===== config.mk =====
export PLATFORM = sky130hd
export DESIGN_NAME = board_tracker
export DESIGN_NICKNAME = d
export VERILOG_FILES = /design/src/rtl/board_pkg.sv /design/src/rtl/board_line_check.sv /design/src/rtl/board_tracker.sv
export SDC_FILE = /design/constraint.sdc
export NUM_CORES = 1
export LEC_CHECK = 0
export BUFFER_PORTS_ARGS = -buffer_cell sky130_fd_sc_hd__buf_2
export CAP_MARGIN = 20
export CORE_UTILIZATION = 55
export DETAILED_ROUTE_END_ITERATION = 10
export GPL_ROUTABILITY_DRIVEN = 0
export GPL_TIMING_DRIVEN = 1
export HOLD_SLACK_MARGIN = 0.02
export PLACE_DENSITY = 0.8
export SETUP_SLACK_MARGIN = 0.5
export SLEW_MARGIN = 0
export SYNTH_ARGS = -nofsm -noshare
export SYNTH_HDL_FRONTEND = slang
export SYNTH_SLANG_ARGS = --single-unit

===== constraint.sdc =====
create_clock -name clk -period 3.3 [get_ports clk]
set_input_delay 0.33 -clock clk [delete_from_list [all_inputs] [get_ports clk]]
set_output_delay 0.33 -clock clk [all_outputs]
set_load 0.1 [all_outputs]

===== src/rtl/board_pkg.sv =====
// Shared cell encodings, FSM state type and board indexing helper for board_tracker.
package board_pkg;

   localparam logic [1:0] CELL_EMPTY = 2'b00;
   localparam logic [1:0] CELL_X     = 2'b01;
   localparam logic [1:0] CELL_O     = 2'b10;

   typedef enum logic [1:0] {
      PLAY  = 2'd0,
      CHECK = 2'd1,
      OVER  = 2'd2
   } state_t;

   // Row-major flat index of a board cell.
   function automatic int cell_idx(input int row, input int col, input int n);
      return row * n + col;
   endfunction

endpackage


===== src/rtl/board_line_check.sv =====
// One line (row, column or diagonal) of N cells: wins when all cells match and are occupied.
module board_line_check
   import board_pkg::*;
#(
   parameter int N = 3
) (
   input  logic [2*N-1:0] line,
   output logic           win,
   output logic [1:0]     who
);

   always_comb begin
      win = (line[1:0] != CELL_EMPTY);
      for (int i = 1; i < N; i++) begin
         if (line[2*i +: 2] != line[1:0]) win = 1'b0;
      end
      who = win ? line[1:0] : CELL_EMPTY;
   end

endmodule


===== src/rtl/board_tracker.sv =====
// Registered N x N game board: accepts moves over valid/ready, enforces turns, detects win and draw.
module board_tracker
   import board_pkg::*;
#(
   parameter  int N     = 3,
   localparam int IDX_W = $clog2(N),
   localparam int CNT_W = $clog2(N*N+1)
) (
   input  logic               clk,
   input  logic               rst_n,
   input  logic               new_game,
   input  logic               move_valid,
   output logic               move_ready,
   input  logic [IDX_W-1:0]   move_row,
   input  logic [IDX_W-1:0]   move_col,
   input  logic [1:0]         move_player,
   output logic               move_ack,
   output logic               move_err,
   output logic [1:0]         turn,
   output logic [CNT_W-1:0]   fill_count,
   output logic               filled,
   output logic [1:0]         winner,
   output logic               game_over,
   output logic               draw,
   output logic [2*N*N-1:0]   board,
   output state_t             fsm_state
);

   localparam int CIDX_W = $clog2(N*N);
   localparam int LINES  = 2*N + 2;

   state_t                 state, next_state;
   logic [N*N-1:0][1:0]    cells;
   logic [2*N-1:0]         lines [LINES];
   logic [LINES-1:0]       line_win;
   logic [1:0]             line_who [LINES];
   logic                   any_win;
   logic [1:0]             win_who;
   logic                   in_range;
   logic [CIDX_W-1:0]      target_idx;
   logic [1:0]             target_cell;
   logic                   handshake;
   logic                   legal;

   assign board      = cells;
   assign fsm_state  = state;
   assign filled     = (fill_count == CNT_W'(N*N));
   // Handshake: a move transfers on an edge where move_valid and move_ready are both high;
   // move_ready depends only on state, and the requester holds operands until the transfer.
   assign move_ready = (state == PLAY);
   assign handshake  = move_valid && move_ready;

   assign in_range    = (32'(move_row) < N) && (32'(move_col) < N);
   assign target_idx  = CIDX_W'(cell_idx(32'(move_row), 32'(move_col), N));
   assign target_cell = in_range ? cells[target_idx] : CELL_X;
   assign legal       = handshake && in_range && (target_cell == CELL_EMPTY) && (move_player == turn);

   always_comb begin
      lines = '{default: '0};
      for (int r = 0; r < N; r++) begin
         for (int c = 0; c < N; c++) begin
            lines[r][2*c +: 2]   = cells[r*N + c];
            lines[N+c][2*r +: 2] = cells[r*N + c];
         end
      end
      for (int i = 0; i < N; i++) begin
         lines[2*N][2*i +: 2]   = cells[i*N + i];
         lines[2*N+1][2*i +: 2] = cells[i*N + (N-1-i)];
      end
   end

   for (genvar k = 0; k < LINES; k++) begin : g_line
      board_line_check #(.N(N)) u_line (
         .line (lines[k]),
         .win  (line_win[k]),
         .who  (line_who[k])
      );
   end

   always_comb begin
      any_win = 1'b0;
      win_who = CELL_EMPTY;
      for (int k = 0; k < LINES; k++) begin
         if (line_win[k] && !any_win) begin
            any_win = 1'b1;
            win_who = line_who[k];
         end
      end
   end

   always_ff @(posedge clk) begin
      if (!rst_n || new_game) state <= PLAY;
      else                    state <= next_state;
   end

   always_comb begin
      next_state = state;
      case (state)
         PLAY:    if (legal) next_state = CHECK;
         CHECK:   next_state = (any_win || filled) ? OVER : PLAY;
         OVER:    next_state = OVER;
         default: next_state = PLAY;
      endcase
   end

   always_ff @(posedge clk) begin
      if (!rst_n || new_game) begin
         cells      <= '0;
         fill_count <= '0;
         winner     <= CELL_EMPTY;
         draw       <= 1'b0;
         game_over  <= 1'b0;
         turn       <= CELL_X;
         move_ack   <= 1'b0;
         move_err   <= 1'b0;
      end else begin
         move_ack <= 1'b0;
         move_err <= 1'b0;
         case (state)
            PLAY: begin
               if (legal) begin
                  cells[target_idx] <= move_player;
                  fill_count        <= fill_count + 1'b1;
                  move_ack          <= 1'b1;
               end else if (handshake) begin
                  move_err <= 1'b1;
               end
            end
            CHECK: begin
               // A winning line takes priority over a full board.
               if (any_win) begin
                  winner    <= win_who;
                  game_over <= 1'b1;
               end else if (filled) begin
                  draw      <= 1'b1;
                  game_over <= 1'b1;
               end else begin
                  turn <= (turn == CELL_X) ? CELL_O : CELL_X;
               end
            end
            default: ;
         endcase
      end
   end

endmodule


==> impl_metrics.tcl, run 1 <==
set metrics [dict create \
    cts_buffers 5 \
    ir_drop_v 0.000285 \
    slew_viol_final 0 \
    worstPathRequired_ps 3510 \
    cap_violations 0 \
    grt_max_degree 23 \
    power.density_cell_area_nw_per_um2 321 \
    synth_common_cells "nor2_1 (34), dfxtp_1 (32), nand2_1 (23), nand3_1 (17), nor3_1 (16)" \
    initial_core_util_pct 59.0 \
    synth_fp_nets 281 \
    drc 0 \
    hold_depth 3 \
    fin_crit_sh_pct 81.0 \
    layout-drive-gt1-share_pct 29.9 \
    synth.most_common_cell "nor2_1" \
    grt_pass1_vias 1847 \
    die_x_um 65.3 \
    htreeDepth 2 \
    critPathTopFamily "adder cells" \
    yosysUniqueCellTypes 64 \
    final-hold-violation-count 0 \
    dpl-instance-area_sq_um 2400 \
    grt_first_pass_wirelength_um 8710 \
    io_buffers 43 \
    setup_viol 0 \
    antenna_found_initial 0 \
    yosysTopAreaCell "dfxtp_1" \
    wl_per_cell_um 15.4 \
    overflow 0 \
    report.power.total_mw 0.816 \
    synth_area_leaders "dfxtp_1 (29%), nor2_1 (5.8%), mux2i_1 (4.1%)" \
    die_area_sq_um 4270 \
    r2r_cells 7 \
    worst-path-max-fanout 4 \
    yosys_register_bits 32 \
    reg2reg_slack_ps 920 \
    syn_inst 263 \
    synth_warnings 0 \
    status "finished, final reports clean" \
    syn-cell-area_sq_um 2210 \
    dp_cells 342 \
    timing.final.crit_period_ps 2670 \
    die_h_um 65.3 \
    crit_arrival_ps 2880 \
    row_count 22 \
    multi_input_area_sq_um 1480 \
    coreArea_sq_um 3740 \
    rsz0062_at_grt "no" \
    async_reset_ff_share_pct 0 \
    tightestPinTransition_ps 785 \
    grtUsageTotal_pct 26.8 \
    instances_no_fill 352 \
    crit_top_cell "fa_1" \
    dr.pass1.iters 4 \
    ant_nets 0 \
    ios 44 \
    area_growth_pct 15.1 \
    crit_slowest_cell "fa_1" \
    relSlewSlack_pct 47.1 \
    fin_tns_setup_ps 0 \
    fin_area_sq_um 2540 \
    clock-sinks 32 \
    vias_per_cell 6.02 \
    clk_pin_slew_ps 60 \
    drt_iter0_markers 192 \
    synth-seq-area-share_pct 29.0 \
    max_freq_mhz 374 \
    critPathMaxStageDelay_ps 540 \
    clock_skew_ps 3.49 \
    hold_buffers 0 \
    crit_buf_inv 2 \
    clk_latency_ps 280 \
    dpl.hpwl_um 3960 \
    criticalPathCategory "primary input to flop" \
    fillers 318 \
    syn-mean-instance-area_sq_um 8.39 \
    path_cells "buf_2 -> fa_1 -> ha_2 -> inv_2 -> fa_1 -> and3_4 -> a211o_1 -> a21oi_2 -> nand2_2 -> nor3_4 -> mux2i_1" \
    synth_top_area_share_pct 29.0 \
    cts_tree "yes" \
    clock-root-buffer "clkbuf_8" \
    start_kind "primary input" \
    num_vias 2120 \
    ys.flop_type "dfxtp_1" \
    power.leakage_nw 1.06 \
    worst_slack_ps 627 \
    nNetsFinal 321 \
    hold_class "primary input to flop" \
    clockBufferDepth 2 \
    wl_um 5420 \
    worstSetupEndpointType "flop" \
    n_antenna_cell 0 \
    seq_area_sq_um 644 \
    dp_worst_setup_slack_ps 183 \
    synth-edff-count 0 \
    crit_cells 11 \
]
## area by class of cell
class / count / share of cell area, %
inverters: 6 / 0.887
flip-flops and latches: 32 / 25.4
clock buffers: 8 / 3.55
well taps: 48 / 2.36
multi-input cells: 211 / 58.2
repair buffers: 47 / 9.66
## what timing repair did
item	4_1_cts	5_1_grt
setup buffers	0	2
resized for setup	1	10
pin swaps	0	6
endpoints found under the hold margin	0	0
setup endpoints to repair	2	11
## path summary, 6_finish.rpt
| check | startpoint | end |
|---|---|---|
| worst max register to register | board[13]$_SDFFE_PP0P_ | turn[0]$_SDFFE_PP1P_ |
| worst min register to register | game_over$_SDFFE_PP0P_ | game_over$_SDFFE_PP0P_ |
| worst min-delay path | move_valid | move_err$_SDFF_PP0_ |
| worst max-delay path | move_col[1] | board[8]$_SDFFE_PP0P_ |
## where the power goes
group          internal (mW)  switching [mW]  leakage [nW]
clock network          0.170           0.140        0.0455
logic                 0.0422          0.0742         0.756
registers              0.388         0.00212         0.259
total                  0.600           0.216          1.06
## state kept, by name, summed over array words and instances, names as in the netlist
name / flops
fill_count: 4
draw: 1
board: 18
move_err: 1
move_ack: 1
turn: 2
game_over: 1
winner: 2
fsm_state: 2
## layout by cell type, fill, tap and decap left out, types with 3 or more instances in the layout
cell / n
nor2_1: 29
inv_1: 5
nand2b_1: 5
a31oi_1: 4
buf_4: 4
buf_2: 43
nand3_1: 17
o21a_1: 10
clkbuf_8: 6
dfxtp_1: 29
nor3_1: 15
a211o_1: 3
a21o_1: 4
mux2i_1: 9
o21ai_0: 4
or3_1: 6
fa_1: 3
nand2_1: 22
a21oi_1: 11
nor2b_1: 3
nor2_2: 5
and3_4: 3
xnor2_1: 3
ha_1: 4
dfxtp_2: 3
## kinds of logic after synthesis
group	synth area share [%]
AND/OR/NAND/NOR	31.7
AO/OA/AOI/OAI	21.7
flip-flops	29.0
buffers and inverters	5.95
multiplexers	4.08
adder cells (fa/ha/maj)	5.56
XOR/XNOR	1.98
## per-layer routing
metal,track usage (%),share of wire (%),up-vias
met3,5.03,5.5,8
met5,0,0,-
li1,-,-,1034
met1,35.5,45,1014
met2,43.7,49,64
met4,8.70,1.2,0
## worst reg2reg max path, cell delays in order, from the launching register on
cell	delay, ps
dfxtp_1	530
nor3_1	120
o2111ai_2	260
nand2_1	230
nor4_4	230
nand4_2	220
or4b_4	530
a21o_1	170
## per-stage QoR
step,hold WS (ps),utilization [%]
after floorplan,456,-
after global placement,445,64.1
after detailed placement,460,64.1
after CTS,282,66.6
after global routing,307,67.8
final,288,67.8
Note: power is estimated with default switching activity, not from simulation.
==> run 2: changes to the inputs <==
--- a/config.mk
+++ b/config.mk
@@ -7,12 +7,12 @@
 export LEC_CHECK = 0
 export BUFFER_PORTS_ARGS = -buffer_cell sky130_fd_sc_hd__buf_2
 export CAP_MARGIN = 20
-export CORE_UTILIZATION = 55
+export CORE_UTILIZATION = 50
 export DETAILED_ROUTE_END_ITERATION = 10
 export GPL_ROUTABILITY_DRIVEN = 0
 export GPL_TIMING_DRIVEN = 1
 export HOLD_SLACK_MARGIN = 0.02
-export PLACE_DENSITY = 0.8
+export PLACE_DENSITY = 0.76
 export SETUP_SLACK_MARGIN = 0.5
 export SLEW_MARGIN = 0
 export SYNTH_ARGS = -nofsm -noshare
==> constraint.sdc (replaced) <==
create_clock -name clk -period 2.21 [get_ports clk]
set_input_delay 0.221 -clock clk [delete_from_list [all_inputs] [get_ports clk]]
set_output_delay 0.221 -clock clk [all_outputs]
set_load 0.1 [all_outputs]
==> impl_metrics.tcl, run 2 (synthesis results as in run 1) <==
set metrics [dict create \
    die_x_um 68.4 \
    clk_pin_slew_ps 70 \
    area_growth_pct 45.0 \
    dr.pass1.iters 5 \
    coreArea_sq_um 4120 \
    antenna_found_initial 0 \
    criticalPathCategory "primary input to flop" \
    drt_iter0_markers 187 \
    hold_class "primary input to flop" \
    vias_per_cell 6.22 \
    crit_arrival_ps 2760 \
    grt_pass1_vias 2195 \
    ios 44 \
    nNetsFinal 366 \
    die_area_sq_um 4680 \
    grtUsageTotal_pct 30.4 \
    cts_tree "yes" \
    layout_common_cells "buf_2 (41), buf_4 (36), nor2_1 (23), nand2_1 (17), nand3_1 (15)" \
    status "finished with violations" \
    htreeDepth 2 \
    fin_crit_sh_pct 117 \
    clock-root-buffer "clkbuf_8" \
    fin_util_pct 77.8 \
    clock_skew_ps 11.3 \
    clockBufferDepth 2 \
    drc 0 \
    start_kind "primary input" \
    row_count 23 \
    grt_first_pass_wirelength_um 10300 \
    timing.final.crit_period_ps 2600 \
    dpl.hpwl_um 4210 \
    power.density_cell_area_nw_per_um2 388 \
    die_h_um 68.4 \
    clock-sinks 32 \
    n_antenna_cell 0 \
    overflow 0 \
    seq_power_share_pct 45.7 \
    timing.hold.ws_ps 202 \
    violations "negative setup slack" \
    cap_violations 0 \
    fillers 263 \
    layout-drive-gt1-share_pct 52.1 \
    num_vias 2482 \
    p_switching_mw 0.362 \
    initial_core_util_pct 53.6 \
    switching_share_pct 29.2 \
    ant_nets 0 \
    wl_per_cell_um 18.2 \
    report.power.total_mw 1.24 \
    cts_buffers 5 \
    ir_drop_v 0.000370 \
    combPwrFrac_pct 20.0 \
    relSlewSlack_pct 64.4 \
    p_int_mw 0.878 \
    worstSetupEndpointType "flop" \
    wl_um 7250 \
    clkPwrFrac_pct 34.4 \
    worst_slack_ps -385 \
    power.leakage_nw 1.37 \
    hold_buffers 0 \
    grt_max_degree 23 \
    setup_viol 26 \
    clk_latency_ps 290 \
    slew_viol_final 0 \
    final_common_cell "buf_2" \
    max_freq_mhz 385 \
    rsz0062_at_grt "yes" \
    worstPathRequired_ps 2380 \
    final-hold-violation-count 0 \
    worst-path-max-fanout 6 \
    largest_reg_flops 18 \
    dp_worst_setup_slack_ps -634 \
    io_buffers 43 \
    tightestPinTransition_ps 528 \
]
run 2: cell type report:
class / count / area (sq um) / share of cell area, %
clock inverter: 1 / 5.00 / 0.156
clock buffer: 7 / 76.3 / 2.38
multi-input combinational: 211 / 1670 / 52.3
sequential: 32 / 703 / 22.0
inverter: 6 / 26.3 / 0.821
tap: 50 / 62.6 / 1.95
timing repair buffer: 92 / 653 / 20.4
run 2: what timing repair did:
item	CTS	global route
setup buffers	24	9
resized for setup	35	27
setup endpoints to repair	32	33
pin swaps	26	16
run 2: metal layers:
metal / share of wire (%) / wire (um) / vias up / track usage [%]
met1: 39 / 2850 / 1175 / 37.1
met4: 4.2 / 303 / 0 / 16.7
li1: - / - / 1121 / -
met5: 0 / 0 / - / 0
met3: 7.4 / 534 / 37 / 7.33
met2: 49 / 3560 / 149 / 48.8
run 2: critical path, stage by stage:
cell and delay [ps]:
buf_6 100, fa_1 530, ha_2 320, buf_4 180, o311ai_0 460, a32oi_2 240, a21oi_4 230, buf_6 160
nand2_2 60, mux2i_1 180, nor2_1 70
run 2: worst paths after layout:
check	from	to	slack, ps	cells past startpoint
setup / recovery	move_row[0]	board[16]$_SDFFE_PP0P_	-390	11
hold / removal	move_valid	move_err$_SDFF_PP0_	200	3
setup reg to reg	board[9]$_SDFFE_PP0P_	turn[0]$_SDFFE_PP1P_	-70	8
hold reg to reg	draw$_SDFFE_PP0P_	draw$_SDFFE_PP0P_	480	1
run 2: power by group through the flow:
stage	Combinational (mW)	Clock, mW	Sequential [mW]
after floorplan	0.111	0	0.598
after global placement	0.187	0	0.579
after detailed placement	0.188	0	0.579
after CTS	0.208	0.439	0.566
after global routing	0.262	0.453	0.567
final	0.248	0.426	0.567
run 2: through the flow:
step	instance area [sq um]	instances	TNS, ps
finish	3200	399	-7930
global route	3200	399	-10860
CTS	3010	390	-3860
detailed placement	2600	358	-11690
global placement	2600	358	-10500
floorplan	2330	263	-5700
